### config.mk
export PLATFORM = sky130hd
export DESIGN_NAME = store_unit
export DESIGN_NICKNAME = d
export VERILOG_FILES = /design/src/rtl/store_pkg.sv /design/src/rtl/store_align.sv /design/src/rtl/store_unit.sv
export SDC_FILE = /design/constraint.sdc
export NUM_CORES = 1
export LEC_CHECK = 0
export BUFFER_PORTS_ARGS = -buffer_cell sky130_fd_sc_hd__buf_2
export CORE_MARGIN = 8
export CORE_UTILIZATION = 50
export CTS_CLUSTER_SIZE = 28
export DETAILED_ROUTE_END_ITERATION = 12
export GPL_ROUTABILITY_DRIVEN = 0
export GPL_TIMING_DRIVEN = 0
export PLACE_DENSITY = 0.8
export SYNTH_ARGS = -nofsm -noshare
export SYNTH_HDL_FRONTEND = slang
export SYNTH_SLANG_ARGS = --single-unit
### constraint.sdc
create_clock -name clk -period 2.42 [get_ports clk]
set_clock_uncertainty 0.15 [all_clocks]
set_input_delay 0.121 -clock clk [delete_from_list [all_inputs] [get_ports clk]]
set_output_delay 0.121 -clock clk [all_outputs]
set_load 0.005 [all_outputs]
### src/rtl/store_pkg.sv
// store_pkg: constants and types shared by the store path.
//   F3_*     : funct3 encodings of the store sizes (sb/sh/sw/sd).
//   CAUSE_*  : fault_cause codes reported alongside a fault pulse.
//   state_e  : store_unit FSM states.
package store_pkg;

   localparam logic [2:0] F3_SB = 3'b000;
   localparam logic [2:0] F3_SH = 3'b001;
   localparam logic [2:0] F3_SW = 3'b010;
   localparam logic [2:0] F3_SD = 3'b011;

   localparam logic [1:0] CAUSE_NONE     = 2'b00;
   localparam logic [1:0] CAUSE_MISALIGN = 2'b01;
   localparam logic [1:0] CAUSE_ILLEGAL  = 2'b10;

   typedef enum logic [1:0] {
      IDLE  = 2'd0,
      BEAT0 = 2'd1,
      BEAT1 = 2'd2
   } state_e;

endpackage

### src/rtl/store_align.sv
// store_align: combinational lane alignment for one store request.
//   off     in  byte offset within the data word
//   funct3  in  store size encoding
//   data    in  LSB-justified store data
//   mask    out 2*NB byte enables; low half = beat 0, high half = beat 1
//   sdata   out 2*XLEN lane-shifted data; low half = beat 0, high half = beat 1
//   split   out access touches the following word
//   illegal out funct3 does not name a store this XLEN supports
module store_align
   import store_pkg::*;
#(
   parameter int XLEN = 32
) (
   input  logic [$clog2(XLEN/8)-1:0] off,
   input  logic [2:0]                funct3,
   input  logic [XLEN-1:0]           data,
   output logic [2*(XLEN/8)-1:0]     mask,
   output logic [2*XLEN-1:0]         sdata,
   output logic                      split,
   output logic                      illegal
);

   localparam int NB = XLEN / 8;

   int              size;
   logic [XLEN-1:0] trimmed;

   // NOTE: every output of this block is given a value on every path before
   // any conditional update, so no latch can be inferred.
   always_comb begin
      size    = 1 << funct3[1:0];
      illegal = funct3[2] | ((XLEN == 32) && (funct3 == F3_SD));

      // Bytes above the access size must not leak into enabled-off lanes.
      trimmed = '0;
      for (int b = 0; b < NB; b++) begin
         if (b < size) trimmed[b*8 +: 8] = data[b*8 +: 8];
      end

      mask = '0;
      for (int i = 0; i < 2*NB; i++) begin
         mask[i] = (i >= int'(off)) && (i < int'(off) + size);
      end

      sdata = {{XLEN{1'b0}}, trimmed} << {off, 3'b000};
      split = |mask[2*NB-1:NB];
   end

endmodule

### src/rtl/store_unit.sv
// store_unit: store path from execute stage to the data-memory port.
//   clk, rst             clock and synchronous active-high reset
//   req_valid/req_ready  request handshake; ready only while IDLE
//   req_addr/data/funct3 byte address, LSB-justified data, size encoding
//   mem_valid/mem_ready  memory beat handshake
//   mem_addr/wdata/be    word-aligned address, lane-aligned data, byte enables
//   done                 one-cycle pulse when the store is fully written
//   fault, fault_cause   one-cycle pulse and reason when a request is rejected
module store_unit
   import store_pkg::*;
#(
   parameter int XLEN             = 32,
   parameter int ADDR_W           = 32,
   parameter int ALLOW_MISALIGNED = 1
) (
   input  logic                clk,
   input  logic                rst,
   input  logic                req_valid,
   output logic                req_ready,
   input  logic [ADDR_W-1:0]   req_addr,
   input  logic [XLEN-1:0]     req_data,
   input  logic [2:0]          req_funct3,
   output logic                mem_valid,
   input  logic                mem_ready,
   output logic [ADDR_W-1:0]   mem_addr,
   output logic [XLEN-1:0]     mem_wdata,
   output logic [XLEN/8-1:0]   mem_be,
   output logic                done,
   output logic                fault,
   output logic [1:0]          fault_cause
);

   localparam int NB    = XLEN / 8;
   localparam int OFF_W = $clog2(NB);

   logic [2*NB-1:0]   al_mask;
   logic [2*XLEN-1:0] al_data;
   logic              al_split;
   logic              al_illegal;
   logic [ADDR_W-1:0] aligned_addr;

   store_align #(.XLEN(XLEN)) u_align (
      .off     (req_addr[OFF_W-1:0]),
      .funct3  (req_funct3),
      .data    (req_data),
      .mask    (al_mask),
      .sdata   (al_data),
      .split   (al_split),
      .illegal (al_illegal)
   );

   assign aligned_addr = {req_addr[ADDR_W-1:OFF_W], {OFF_W{1'b0}}};

   state_e            state_q,     state_d;
   logic              mem_valid_q, mem_valid_d;
   logic [ADDR_W-1:0] mem_addr_q,  mem_addr_d;
   logic [XLEN-1:0]   mem_wdata_q, mem_wdata_d;
   logic [NB-1:0]     mem_be_q,    mem_be_d;
   logic              done_q,      done_d;
   logic              fault_q,     fault_d;
   logic [1:0]        cause_q,     cause_d;
   // Beat-1 payload captured on accept; the beat-0 payload lives directly
   // in the mem_* output registers.
   logic              split_q,     split_d;
   logic [ADDR_W-1:0] addr1_q,     addr1_d;
   logic [XLEN-1:0]   hi_data_q,   hi_data_d;
   logic [NB-1:0]     hi_be_q,     hi_be_d;

   always_comb begin
      state_d     = state_q;
      mem_valid_d = mem_valid_q;
      mem_addr_d  = mem_addr_q;
      mem_wdata_d = mem_wdata_q;
      mem_be_d    = mem_be_q;
      split_d     = split_q;
      addr1_d     = addr1_q;
      hi_data_d   = hi_data_q;
      hi_be_d     = hi_be_q;
      done_d      = 1'b0;
      fault_d     = 1'b0;
      cause_d     = CAUSE_NONE;

      unique case (state_q)
         IDLE: begin
            if (req_valid) begin
               if (al_illegal) begin
                  fault_d = 1'b1;
                  cause_d = CAUSE_ILLEGAL;
               end else if (al_split && (ALLOW_MISALIGNED == 0)) begin
                  fault_d = 1'b1;
                  cause_d = CAUSE_MISALIGN;
               end else begin
                  state_d     = BEAT0;
                  mem_valid_d = 1'b1;
                  mem_addr_d  = aligned_addr;
                  mem_wdata_d = al_data[XLEN-1:0];
                  mem_be_d    = al_mask[NB-1:0];
                  split_d     = al_split;
                  addr1_d     = aligned_addr + ADDR_W'(NB);  // wraps at 2^ADDR_W
                  hi_data_d   = al_data[2*XLEN-1:XLEN];
                  hi_be_d     = al_mask[2*NB-1:NB];
               end
            end
         end
         BEAT0: begin
            if (mem_ready) begin
               if (split_q) begin
                  state_d     = BEAT1;
                  mem_addr_d  = addr1_q;
                  mem_wdata_d = hi_data_q;
                  mem_be_d    = hi_be_q;
               end else begin
                  state_d     = IDLE;
                  mem_valid_d = 1'b0;
                  done_d      = 1'b1;
               end
            end
         end
         BEAT1: begin
            if (mem_ready) begin
               state_d     = IDLE;
               mem_valid_d = 1'b0;
               done_d      = 1'b1;
            end
         end
         default: state_d = IDLE;
      endcase
   end

   // NOTE: state is updated with non-blocking assignments so every flop
   // samples the pre-edge values regardless of statement order.
   always_ff @(posedge clk) begin
      if (rst) begin
         state_q     <= IDLE;
         mem_valid_q <= 1'b0;
         mem_addr_q  <= '0;
         mem_wdata_q <= '0;
         mem_be_q    <= '0;
         done_q      <= 1'b0;
         fault_q     <= 1'b0;
         cause_q     <= CAUSE_NONE;
         split_q     <= 1'b0;
         addr1_q     <= '0;
         hi_data_q   <= '0;
         hi_be_q     <= '0;
      end else begin
         state_q     <= state_d;
         mem_valid_q <= mem_valid_d;
         mem_addr_q  <= mem_addr_d;
         mem_wdata_q <= mem_wdata_d;
         mem_be_q    <= mem_be_d;
         done_q      <= done_d;
         fault_q     <= fault_d;
         cause_q     <= cause_d;
         split_q     <= split_d;
         addr1_q     <= addr1_d;
         hi_data_q   <= hi_data_d;
         hi_be_q     <= hi_be_d;
      end
   end

   assign req_ready   = (state_q == IDLE);
   assign mem_valid   = mem_valid_q;
   assign mem_addr    = mem_addr_q;
   assign mem_wdata   = mem_wdata_q;
   assign mem_be      = mem_be_q;
   assign done        = done_q;
   assign fault       = fault_q;
   assign fault_cause = cause_q;

endmodule

== Word-level counts from Yosys, hierarchy flattened ==
Cells that the tools add are included.

* Word-level logic and storage cells: 93
* Input port bits: 71
* Output and inout port bits: 74
* Register bits after elaboration: 144

* Shifts and indexed selects: 2
* Add/sub/neg operators: 2
* Reductions and logical operators: 12
* Bitwise gates (word level): 4
* Order comparisons: 15
* Mux-type cells: 37
* Eq/ne operators: 9

{| class="wikitable"
|+ Operators by type and width
! cell !! count
|-
| $mux W32 || 8
|-
| $lt A3 B32 Y1 const A || 4
|-
| $lt A4 B32 Y1 const A || 4
|-
| $pmux W32 S2 || 2
|-
| $lt A1 B32 Y1 const A || 2
|-
| $lt A2 B32 Y1 const A || 2
|-
| $shl A32 B5 Y64 || 1
|-
| $add A3 B32 Y32 || 1
|-
| $add A32 B3 Y32 const B || 1
|-
| $mux W8 || 4
|-
| $shl A1 B2 Y32 const A || 1
|-
| $mux W4 || 4
|-
| $mux W2 || 6
|-
| $ne A2 B2 Y1 const B || 6
|-
| $mux W1 || 9
|-
| $pmux W4 S2 || 1
|-
| $pmux W2 S3 || 1
|-
| $reduce_and A6 Y1 || 1
|-
| $reduce_and A5 Y1 || 1
|-
| $ge A1 B2 Y1 const A || 2
|-
| $reduce_and A4 Y1 || 1
|-
| $reduce_or A4 Y1 || 1
|-
| $eq A3 B2 Y1 const B || 1
|-
| $logic_and A1 B1 Y1 || 3
|-
| 12 further kinds || 14
|}

== Depth between registers and ports, before layout ==
Gate-level depths: netlist of the first run.

* Depth after elaboration: 7
* Mapped depth: 10
* Depth with buffers taken out: 9

== By module ==
Synthesis of the first run repeated with hierarchy kept, for this count alone.

* Cells, all modules: 873
* Area, all modules: 7203.2 µm²

{| class="wikitable"
|+ By module, submodules not included
! module !! instances !! seq. area each (µm²) !! cells each !! area each (µm²)
|-
| store_unit || 1 || 2762.6 || 704 || 6185.9
|-
| store_align || 1 || 0.0 || 169 || 1017.2
|}

== Worst setup path before layout of the first run ==
OpenSTA, ideal clock, no wires.

* Kind: input port to flip-flop
* From: input port req_funct3[0]
* To: register mem_be_q[3] (netlist: mem_be[3])
* Required time: 2.184 ns
* Data arrival time: 1.847 ns
* Stages on the path: 9
* Buffers on the path: 1
* Library setup time: 0.086 ns
* Slack: 0.338 ns
* Path through: or2_2 clkbuf_1 inv_1 ha_1 fa_1 and2_1 a21oi_1 mux2i_1 a211oi_1

* Cells in the longest elaborated chain, start to end: 6
* Elaborated cells between the ends (all ways): 10
* Those cells by class: add/sub: 1; order compare: 1; eq/ne: 2; shift: 1; mux: 3; bitwise: 1; reduce/logical: 1

{| class="wikitable"
|+ RTL lines
! element !! line !! source
|-
| start, declared || store_unit.sv:22 || <nowiki>input logic [2:0] req_funct3,</nowiki>
|-
| $shl A1 B2 Y32 || store_align.sv:31 || <nowiki>size = 1 << funct3[1:0];</nowiki>
|-
| $add A3 B32 Y32 || store_align.sv:42 || <nowiki>mask[i] = (i >= int'(off)) && (i < int'(off) + size);</nowiki>
|-
| $lt A3 B32 Y1 || store_align.sv:42 ||
|-
| $mux W4 || store_unit.sv:86 || <nowiki>if (al_illegal) begin</nowiki>
|-
| $mux W4 || store_unit.sv:85 || <nowiki>if (req_valid) begin</nowiki>
|-
| $pmux W4 S2 || store_unit.sv:83 || <nowiki>unique case (state_q)</nowiki>
|-
| end signal, assigned || store_unit.sv:151 || <nowiki>mem_be_q <= mem_be_d;</nowiki>
|-
| end, declared || store_unit.sv:58 || <nowiki>logic [NB-1:0] mem_be_q, mem_be_d;</nowiki>
|}

Parallel ways exist; a longest one is shown, timed or not. The select of a mux whose other input is x is not followed.
A chain may end at the register's enable or synchronous reset.

== Worst setup path after layout of the first run ==
* From: register state_q[0]
* To: register mem_wdata_q[8] (netlist: mem_wdata[8])

* Cells in the longest elaborated chain, start to end: 3
* Elaborated cells between the ends (all ways): 9
* Those cells by class: eq/ne: 5; mux: 1; reduce/logical: 3

{| class="wikitable"
|+ RTL lines
! element !! line !! source
|-
| start, declared || store_unit.sv:54 || <nowiki>state_e state_q, state_d;</nowiki>
|-
| start signal, assigned || store_unit.sv:147 || <nowiki>state_q <= state_d;</nowiki>
|-
| $eq A2 B1 Y1 or $logic_not A2 Y1 (tied branches) || store_unit.sv:83 ||
|-
| $ne A2 B2 Y1 (no source line) or $reduce_bool A2 Y1 (tied branches) || n/a ||
|-
| $reduce_and A5 Y1 (no source line) || n/a ||
|-
| end signal, assigned || store_unit.sv:150 || <nowiki>mem_wdata_q <= mem_wdata_d;</nowiki>
|-
| end, declared || store_unit.sv:57 || <nowiki>logic [XLEN-1:0] mem_wdata_q, mem_wdata_d;</nowiki>
|}

Parallel ways exist; a longest one is shown, timed or not.

==> results of run 1 <==
## worst max-delay path, cell delays in order (launching register included)
cell	delay, ns
sky130_fd_sc_hd__dfxtp_1	0.35
sky130_fd_sc_hd__inv_1	0.07
sky130_fd_sc_hd__ha_1	0.29
sky130_fd_sc_hd__a21boi_1	0.19
sky130_fd_sc_hd__a21o_1	0.18
sky130_fd_sc_hd__buf_2	0.18
sky130_fd_sc_hd__buf_2	0.20
sky130_fd_sc_hd__a221oi_1	0.44
sky130_fd_sc_hd__nor3_1	0.11
## layer usage
metal  GRT usage  up-vias
met2       0.407      318
met4       0.103        0
met5           0        -
met3      0.0710       51
li1            -     3176
met1       0.308     3060
## registers in the layout, indices dropped and copies added, names as in the netlist
signal       count
mem_wdata       32
addr1_q         30
mem_addr        30
hi_data_q       24
hi_be_q          4
mem_be           4
state_q          2
done             1
fault_cause      1
mem_valid        1
split_q          1
## per-stage QoR
| stage | power [mW] | utilization | cells |
|---|---|---|---|
| after floorplan | 3.02 | - | 775 |
| after global placement | 3.40 | 0.586 | 1086 |
| after detailed placement | 3.42 | 0.586 | 1086 |
| after CTS | 5.89 | 0.668 | 1165 |
| after global routing | 6.14 | 0.669 | 1165 |
| final | 5.91 | 0.669 | 1165 |
## placed cells by master (no fill, tap or decap), types with 7 or more instances in the layout
master,instances
sky130_fd_sc_hd__a211oi_1,65
sky130_fd_sc_hd__dfxtp_1,130
sky130_fd_sc_hd__xor2_1,11
sky130_fd_sc_hd__mux2_2,10
sky130_fd_sc_hd__nand2_1,55
sky130_fd_sc_hd__a221oi_1,16
sky130_fd_sc_hd__nand2b_1,10
sky130_fd_sc_hd__o21ai_0,19
sky130_fd_sc_hd__buf_2,160
sky130_fd_sc_hd__nand3_1,28
sky130_fd_sc_hd__a21oi_1,43
sky130_fd_sc_hd__clkbuf_16,17
sky130_fd_sc_hd__xnor2_1,17
sky130_fd_sc_hd__clkbuf_1,43
sky130_fd_sc_hd__mux2i_1,39
sky130_fd_sc_hd__nor3_1,38
sky130_fd_sc_hd__dlygate4sd3_1,48
sky130_fd_sc_hd__nand4_1,8
sky130_fd_sc_hd__o211ai_1,8
sky130_fd_sc_hd__a22oi_1,18
sky130_fd_sc_hd__nor2_1,110
sky130_fd_sc_hd__nor2b_1,12
sky130_fd_sc_hd__inv_1,7
sky130_fd_sc_hd__or2_2,8
## final cells by class
type                            count  area [um2]
Fill cell                         998        4200
Multi-Input combinational cell    566        3570
Sequential cell                   130        2600
Timing Repair Buffer              187        1180
Clock buffer                       26         509
Buffer                             71         317
Tap cell                          172         215
Clock inverter                      5        50.0
Inverter                            8        30.0
## power breakdown
| group | internal, mW | total, mW | switching, mW |
|---|---|---|---|
| registers | 2.30 | 2.39 | 0.0835 |
| clock network | 1.53 | 2.44 | 0.907 |
| logic | 0.449 | 1.08 | 0.633 |
## how the worst min path moves through the flow
stage	start	to	slack, ns	cells past startpoint
floorplan	req_addr[2]	addr1_q[2]$_SDFFE_PP0P_	0.07	1
global placement	req_addr[2]	addr1_q[2]$_SDFFE_PP0P_	0.25	2
detailed placement	req_addr[2]	addr1_q[2]$_SDFFE_PP0P_	0.24	2
CTS	rst	mem_valid$_SDFFE_PP0P_	0.02	3
global route	req_addr[24]	addr1_q[24]$_SDFFE_PP0P_	0.04	3
finish	rst	mem_valid$_SDFFE_PP0P_	0.002	3
## logic make-up (layout without fill, tap and decap cells)
family | count (synthesis) | after routing | synth area share
mux | 49 | 49 | 0.0773
xor+xnor | 28 | 28 | 0.0377
flops | 130 | 130 | 0.400
fa+ha+maj | 7 | 7 | 0.0146
compound gates | 182 | 182 | 0.194
simple gates | 297 | 297 | 0.223
other cells | 1 | 3 | 0.000576
buf+inv | 79 | 297 | 0.0530
## timing repair
action,4_1_cts,5_1_grt
buffers inserted,0,0
setup endpoints to repair,0,12
hold buffers,48,0
hold endpoints to repair,83,0
gates resized for setup,0,3
==> metrics.log, run 1 <==
INFO  metric outcome = finished clean
INFO  metric dpl-instance-area = 7430 um2
INFO  metric cp.required = 2.55 ns
INFO  metric grt_overflow = 0
INFO  metric vdd_ir_drop_max = 0.000442 V
INFO  metric path_clk_slew = 0.06 ns
INFO  metric initial_drc_count = 709
INFO  metric met2_length = 9640 um
INFO  metric synth_flop_cell = sky130_fd_sc_hd__dfxtp_1
INFO  metric die-height = 130 um
INFO  metric areaGrowthSynthToFinish = 30.1%
INFO  metric cts-root-to-sink-buffers = 2
INFO  metric worst-path-max-fanout = 10
INFO  metric layout_min_cycle_time = 2.31 ns
INFO  metric routed-via-count = 6605
INFO  metric die_w = 130 um
INFO  metric top_level_ports = 145
INFO  metric synth.yosys.warnings = 0
INFO  metric fin_hold_ws = 0.00246 ns
INFO  metric worst_slew_margin_rel = 0.492
INFO  metric clock_latency = 0.42 ns
INFO  metric synth_edf_count = 0
INFO  metric finalWirelength = 20900 um
INFO  metric row_count = 41
INFO  metric grt_antenna_before_repair = 0
INFO  metric drive_above_1_share = 0.234
INFO  metric asyncSetResetFlopFracSynth = 0
INFO  metric grt_start_max_net_pins = 17
INFO  metric timing_hold_violations_final = 0
INFO  metric sequential_fraction_of_the_synthesis_area = 0.400
INFO  metric reported_max_cap_violation_count = 0
INFO  metric final_area = 8470 um2
INFO  metric leakagePower = 3.35 nW
INFO  metric cts_buffers = 17
INFO  metric capture_point_of_the_worst_path = mem_wdata[8]$_SDFFE_PP0P_
INFO  metric destination_of_the_worst_register_to_register_timing_path = mem_wdata[8]$_SDFFE_PP0P_
INFO  metric final.period_utilization = 0.953
INFO  metric syn-mean-instance-area = 8.42 um2
INFO  metric hpwlAfterDp = 15000 um
INFO  metric routedWlPerCell = 18.0 um
INFO  metric crit_path_end_kind = flop
INFO  metric nNetsFinal = 1059
INFO  metric clock_sink_count = 130
INFO  metric timing.hold.worst.class = in -> reg
INFO  metric placement.io_buffers = 139
INFO  metric grt_pass1_wl = 33400 um
INFO  metric worst_pin_slew = 0.762 ns
INFO  metric critical_path.startpoint = state_q[0]$_SDFFE_PP0P_
INFO  metric core_area = 12700 um2
INFO  metric distinct_cell_type_count_of_the_synthesized_netlist = 47
INFO  metric synth_common_cells = sky130_fd_sc_hd__dfxtp_1, sky130_fd_sc_hd__nor2_1, sky130_fd_sc_hd__a211oi_1, sky130_fd_sc_hd__nand2_1, sky130_fd_sc_hd__a21oi_1
INFO  metric synth_largest_type_area_fraction = 0.400
INFO  metric met3WireLength = 2050 um
INFO  metric rr_startpoint = state_q[0]$_SDFFE_PP0P_
INFO  metric route.detailed.vias_per_inst = 5.67
INFO  metric ctsHtreeMaxLevel = 4
INFO  metric timing.reg2reg.worst_path_depth = 8
INFO  metric synth_most_common_cell = sky130_fd_sc_hd__dfxtp_1
INFO  metric finalWorstSetupSlack = 0.115 ns
INFO  metric post_synth_main_area_contributors = sky130_fd_sc_hd__dfxtp_1, sky130_fd_sc_hd__a211oi_1, sky130_fd_sc_hd__nor2_1
INFO  metric antenna_cells = 0
INFO  metric ys_ff_latch = 130
INFO  metric syn_inst = 773
INFO  metric route.top_layer_used = met4
INFO  metric pre_cts_ws = -0.158 ns
INFO  metric tritoncts_clock_tree = done
INFO  metric timing_worst_setup_path_type = reg -> reg
INFO  metric ctsRootBufferMaster = sky130_fd_sc_hd__clkbuf_16
INFO  metric grt_use_total = 0.251
INFO  metric worst-r2r-setup-slack = 0.11 ns
INFO  metric antenna_violating_nets_post_route = 0
INFO  metric max_freq = 434 MHz
INFO  metric initial_utilization = 0.514
INFO  metric wirelength_met1 = 8580 um
INFO  metric timing_max_transition_violations_final = 0
INFO  metric number_of_remaining_drc_errors = 0
INFO  metric netlist_area_before_placement = 6510 um2
INFO  metric floorplan.die_area = 16900 um2
INFO  metric grt_pass1_vias = 6588
INFO  metric fin_tns_setup = 0 ns
INFO  metric arrival_time_reported_for_the_critical_path_endpoint = 2.43 ns
INFO  metric first_pass_iteration_count_of_the_detailed_router = 5
INFO  metric synth_area_leader_cell = sky130_fd_sc_hd__dfxtp_1
INFO  metric crit_path_start_kind = flop
INFO  metric timing.final.setup_violations = 0
INFO  metric power_density = 698 nW/um2
Note: power is estimated with default switching activity, not from simulation.
==> inputs of run 2 (changes only) <==
- MAX_ROUTING_LAYER: unset -> met4
==> run 2 against run 1 <==
Sequential power hardly changed. Clock power hardly changed. Total power hardly changed. Critical path depth stayed put. Via count is 1.4% higher. Clock-buffer cell count stayed put. Wire length is 0.42% higher. Fmax is 0.12% lower. Utilization stayed put. First-iteration DRC count is 2.0% higher. Cell count stayed put. Critical endpoint unchanged.
==> metrics.log, run 2 (synthesized netlist as in run 1, its figures left out) <==
INFO  metric nNetsFinal = 1059
INFO  metric timing.hold.worst_path_depth = 3
INFO  metric critical_path.n_buffers_inverters = 3
INFO  metric reported_max_cap_violation_count = 0
INFO  metric crit_path_top_delay_cell = sky130_fd_sc_hd__a221oi_1
INFO  metric clock_sink_count = 130
INFO  metric final_cells = 1165
INFO  metric die-height = 130 um
INFO  metric timing.hold.worst.class = in -> reg
INFO  metric min-delay-start = rst
INFO  metric arrival_time_reported_for_the_critical_path_endpoint = 2.44 ns
INFO  metric stage_delay_of_the_slowest_cell_on_the_critical_path = 0.44 ns
INFO  metric core_area = 12700 um2
INFO  metric fin_tns_setup = 0 ns
INFO  metric grt_start_max_net_pins = 17
INFO  metric leakagePower = 3.35 nW
INFO  metric die_w = 130 um
INFO  metric pwr-share-clk = 0.413
INFO  metric first_pass_iteration_count_of_the_detailed_router = 5
INFO  metric hpwlAfterDp = 15000 um
INFO  metric routed-via-count = 6695
INFO  metric top_level_ports = 145
INFO  metric placed_cells = 1086
INFO  metric total_power = 5.91 mW
INFO  metric final_area = 8470 um2
INFO  metric power_density = 698 nW/um2
INFO  metric timing_worst_setup_path_type = reg -> reg
INFO  metric path_cells = inv_1 -> ha_1 -> a21boi_1 -> a21o_1 -> buf_2 -> buf_2 -> a221oi_1 -> nor3_1
INFO  metric initial_utilization = 0.514
INFO  metric crit_path_end_kind = flop
INFO  metric timing_max_transition_violations_final = 0
INFO  metric cp.required = 2.55 ns
INFO  metric cts_buffers = 17
INFO  metric grt_pass1_vias = 6575
INFO  metric initial_drc_count = 723
INFO  metric finalWirelength = 21000 um
INFO  metric antenna_cells = 0
INFO  metric final.period_utilization = 0.954
INFO  metric number_of_remaining_drc_errors = 0
INFO  metric p_seq_frac = 0.404
INFO  metric power.switching_fraction = 0.275
INFO  metric placement.io_buffers = 139
INFO  metric destination_of_the_worst_register_to_register_timing_path = mem_wdata[8]$_SDFFE_PP0P_
INFO  metric tritoncts_clock_tree = done
INFO  metric row_count = 41
INFO  metric worst_pin_slew = 0.759 ns
INFO  metric routedWlPerCell = 18.0 um
INFO  metric floorplan.die_area = 16900 um2
INFO  metric max_freq = 433 MHz
INFO  metric worst-r2r-setup-slack = 0.11 ns
INFO  metric fillCellCount = 998
INFO  metric timing.reg2reg.worst_path_depth = 8
INFO  metric crit_family = compound AO/OA/AOI/OAI gates
INFO  metric most-common-layout-cells = sky130_fd_sc_hd__buf_2, sky130_fd_sc_hd__dfxtp_1, sky130_fd_sc_hd__nor2_1
INFO  metric worst_slew_margin_rel = 0.494
INFO  metric total_switching_power = 1.63 mW
INFO  metric cts-root-to-sink-buffers = 2
INFO  metric grt_overflow = 0
INFO  metric grt_pass1_wl = 33400 um
INFO  metric worst-path-max-fanout = 10
INFO  metric dpl-instance-area = 7430 um2
INFO  metric number_of_flip_flops_under_the_largest_register_name = 32
INFO  metric antenna_violating_nets_post_route = 0
INFO  metric route.detailed.vias_per_inst = 5.75
INFO  metric share_comb_of_total_power = 0.183
INFO  metric crit_path_start_kind = flop
INFO  metric grt_use_total = 0.258
INFO  metric post-cts-setup-buffer-count = 0
INFO  metric layout_min_cycle_time = 2.31 ns
INFO  metric rr_startpoint = state_q[0]$_SDFFE_PP0P_
INFO  metric vdd_ir_drop_max = 0.000441 V
INFO  metric ctsRootBufferMaster = sky130_fd_sc_hd__clkbuf_16
INFO  metric clock_latency = 0.42 ns
INFO  metric mostFrequentLayoutCell = sky130_fd_sc_hd__buf_2
INFO  metric timing.final.setup_violations = 0
INFO  metric grt_antenna_before_repair = 0
INFO  metric areaGrowthSynthToFinish = 30.1%
INFO  metric drive_above_1_share = 0.234
INFO  metric outcome = finished clean
INFO  metric internal-power = 4.29 mW
INFO  metric timing_hold_violations_final = 0
INFO  metric path_common_cell = sky130_fd_sc_hd__buf_2
INFO  metric ctsHtreeMaxLevel = 4
INFO  metric worst_hold_path.endpoint = mem_valid$_SDFFE_PP0P_
INFO  metric path_clk_slew = 0.06 ns
[run 2: cell counts in the layout (fill, tap and decap cells not counted)]
Identical to the previous run, type by type.
[run 2: what timing repair did]
action / in CTS / in global routing
endpoints found under the hold margin: 83 / 0
hold buffers: 48 / 0
endpoints found under the setup margin: 0 / 12
resized for setup: 0 / 3
[run 2: power groups by stage]
stage	Sequential, mW	Clock [mW]	Combinational (mW)
2_1_floorplan	2.43	0	0.591
3_3_place_gp	2.42	0	0.978
3_5_place_dp	2.43	0	0.993
4_1_cts	2.38	2.44	1.06
5_1_grt	2.40	2.55	1.18
6_report	2.39	2.44	1.08
[run 2: worst max path at each step]
stage,to,startpoint,depth (start not counted)
global route,mem_addr[24]$_SDFFE_PP0P_,state_q[1]$_SDFFE_PP0P_,7
finish,mem_wdata[8]$_SDFFE_PP0P_,state_q[0]$_SDFFE_PP0P_,8
CTS,mem_wdata[18]$_SDFFE_PP0P_,state_q[0]$_SDFFE_PP0P_,7
floorplan,mem_be[3]$_SDFFE_PP0P_,req_funct3[0],9
detailed placement,mem_be[3]$_SDFFE_PP0P_,req_funct3[1],10
global placement,mem_be[1]$_SDFFE_PP0P_,req_funct3[1],10
[run 2: per-layer routing]
metal / wire [um] / part of all wire / GRT usage
met1: 8790 / 0.42 / 0.313
met2: 9670 / 0.46 / 0.407
met3: 1930 / 0.092 / 0.0628
met4: 628 / 0.030 / 0.103
met5: 0 / 0 / -
[run 2: layout make-up]
| cell class | instances | area [um2] | share of cell area |
|---|---|---|---|
| sequential | 130 | 2600 | 0.307 |
| timing repair buffer | 187 | 1180 | 0.139 |
| tap | 172 | 215 | 0.0254 |
| inverter | 8 | 30.0 | 0.00354 |
| clock buffer | 26 | 509 | 0.0601 |
| buffer | 71 | 317 | 0.0374 |
| clock inverter | 5 | 50.0 | 0.00591 |
| multi-input combinational | 566 | 3570 | 0.422 |
[run 2: tightest hold or removal path, cell delays in order]
cell,delay (ns)
sky130_fd_sc_hd__clkbuf_1,0.16
sky130_fd_sc_hd__nor2b_1,0.13
sky130_fd_sc_hd__mux2_2,0.14
[run 2: through the flow]
| step | hold slack (ns) | setup WS [ns] | utilization |
|---|---|---|---|
| after floorplan | 0.0666 | 0.338 | - |
| after global placement | 0.249 | -0.132 | 0.586 |
| after detailed placement | 0.244 | -0.158 | 0.586 |
| after CTS | 0.0151 | 0.0907 | 0.668 |
| after global routing | 0.0444 | -0.00149 | 0.669 |
| final | 0.00796 | 0.112 | 0.669 |
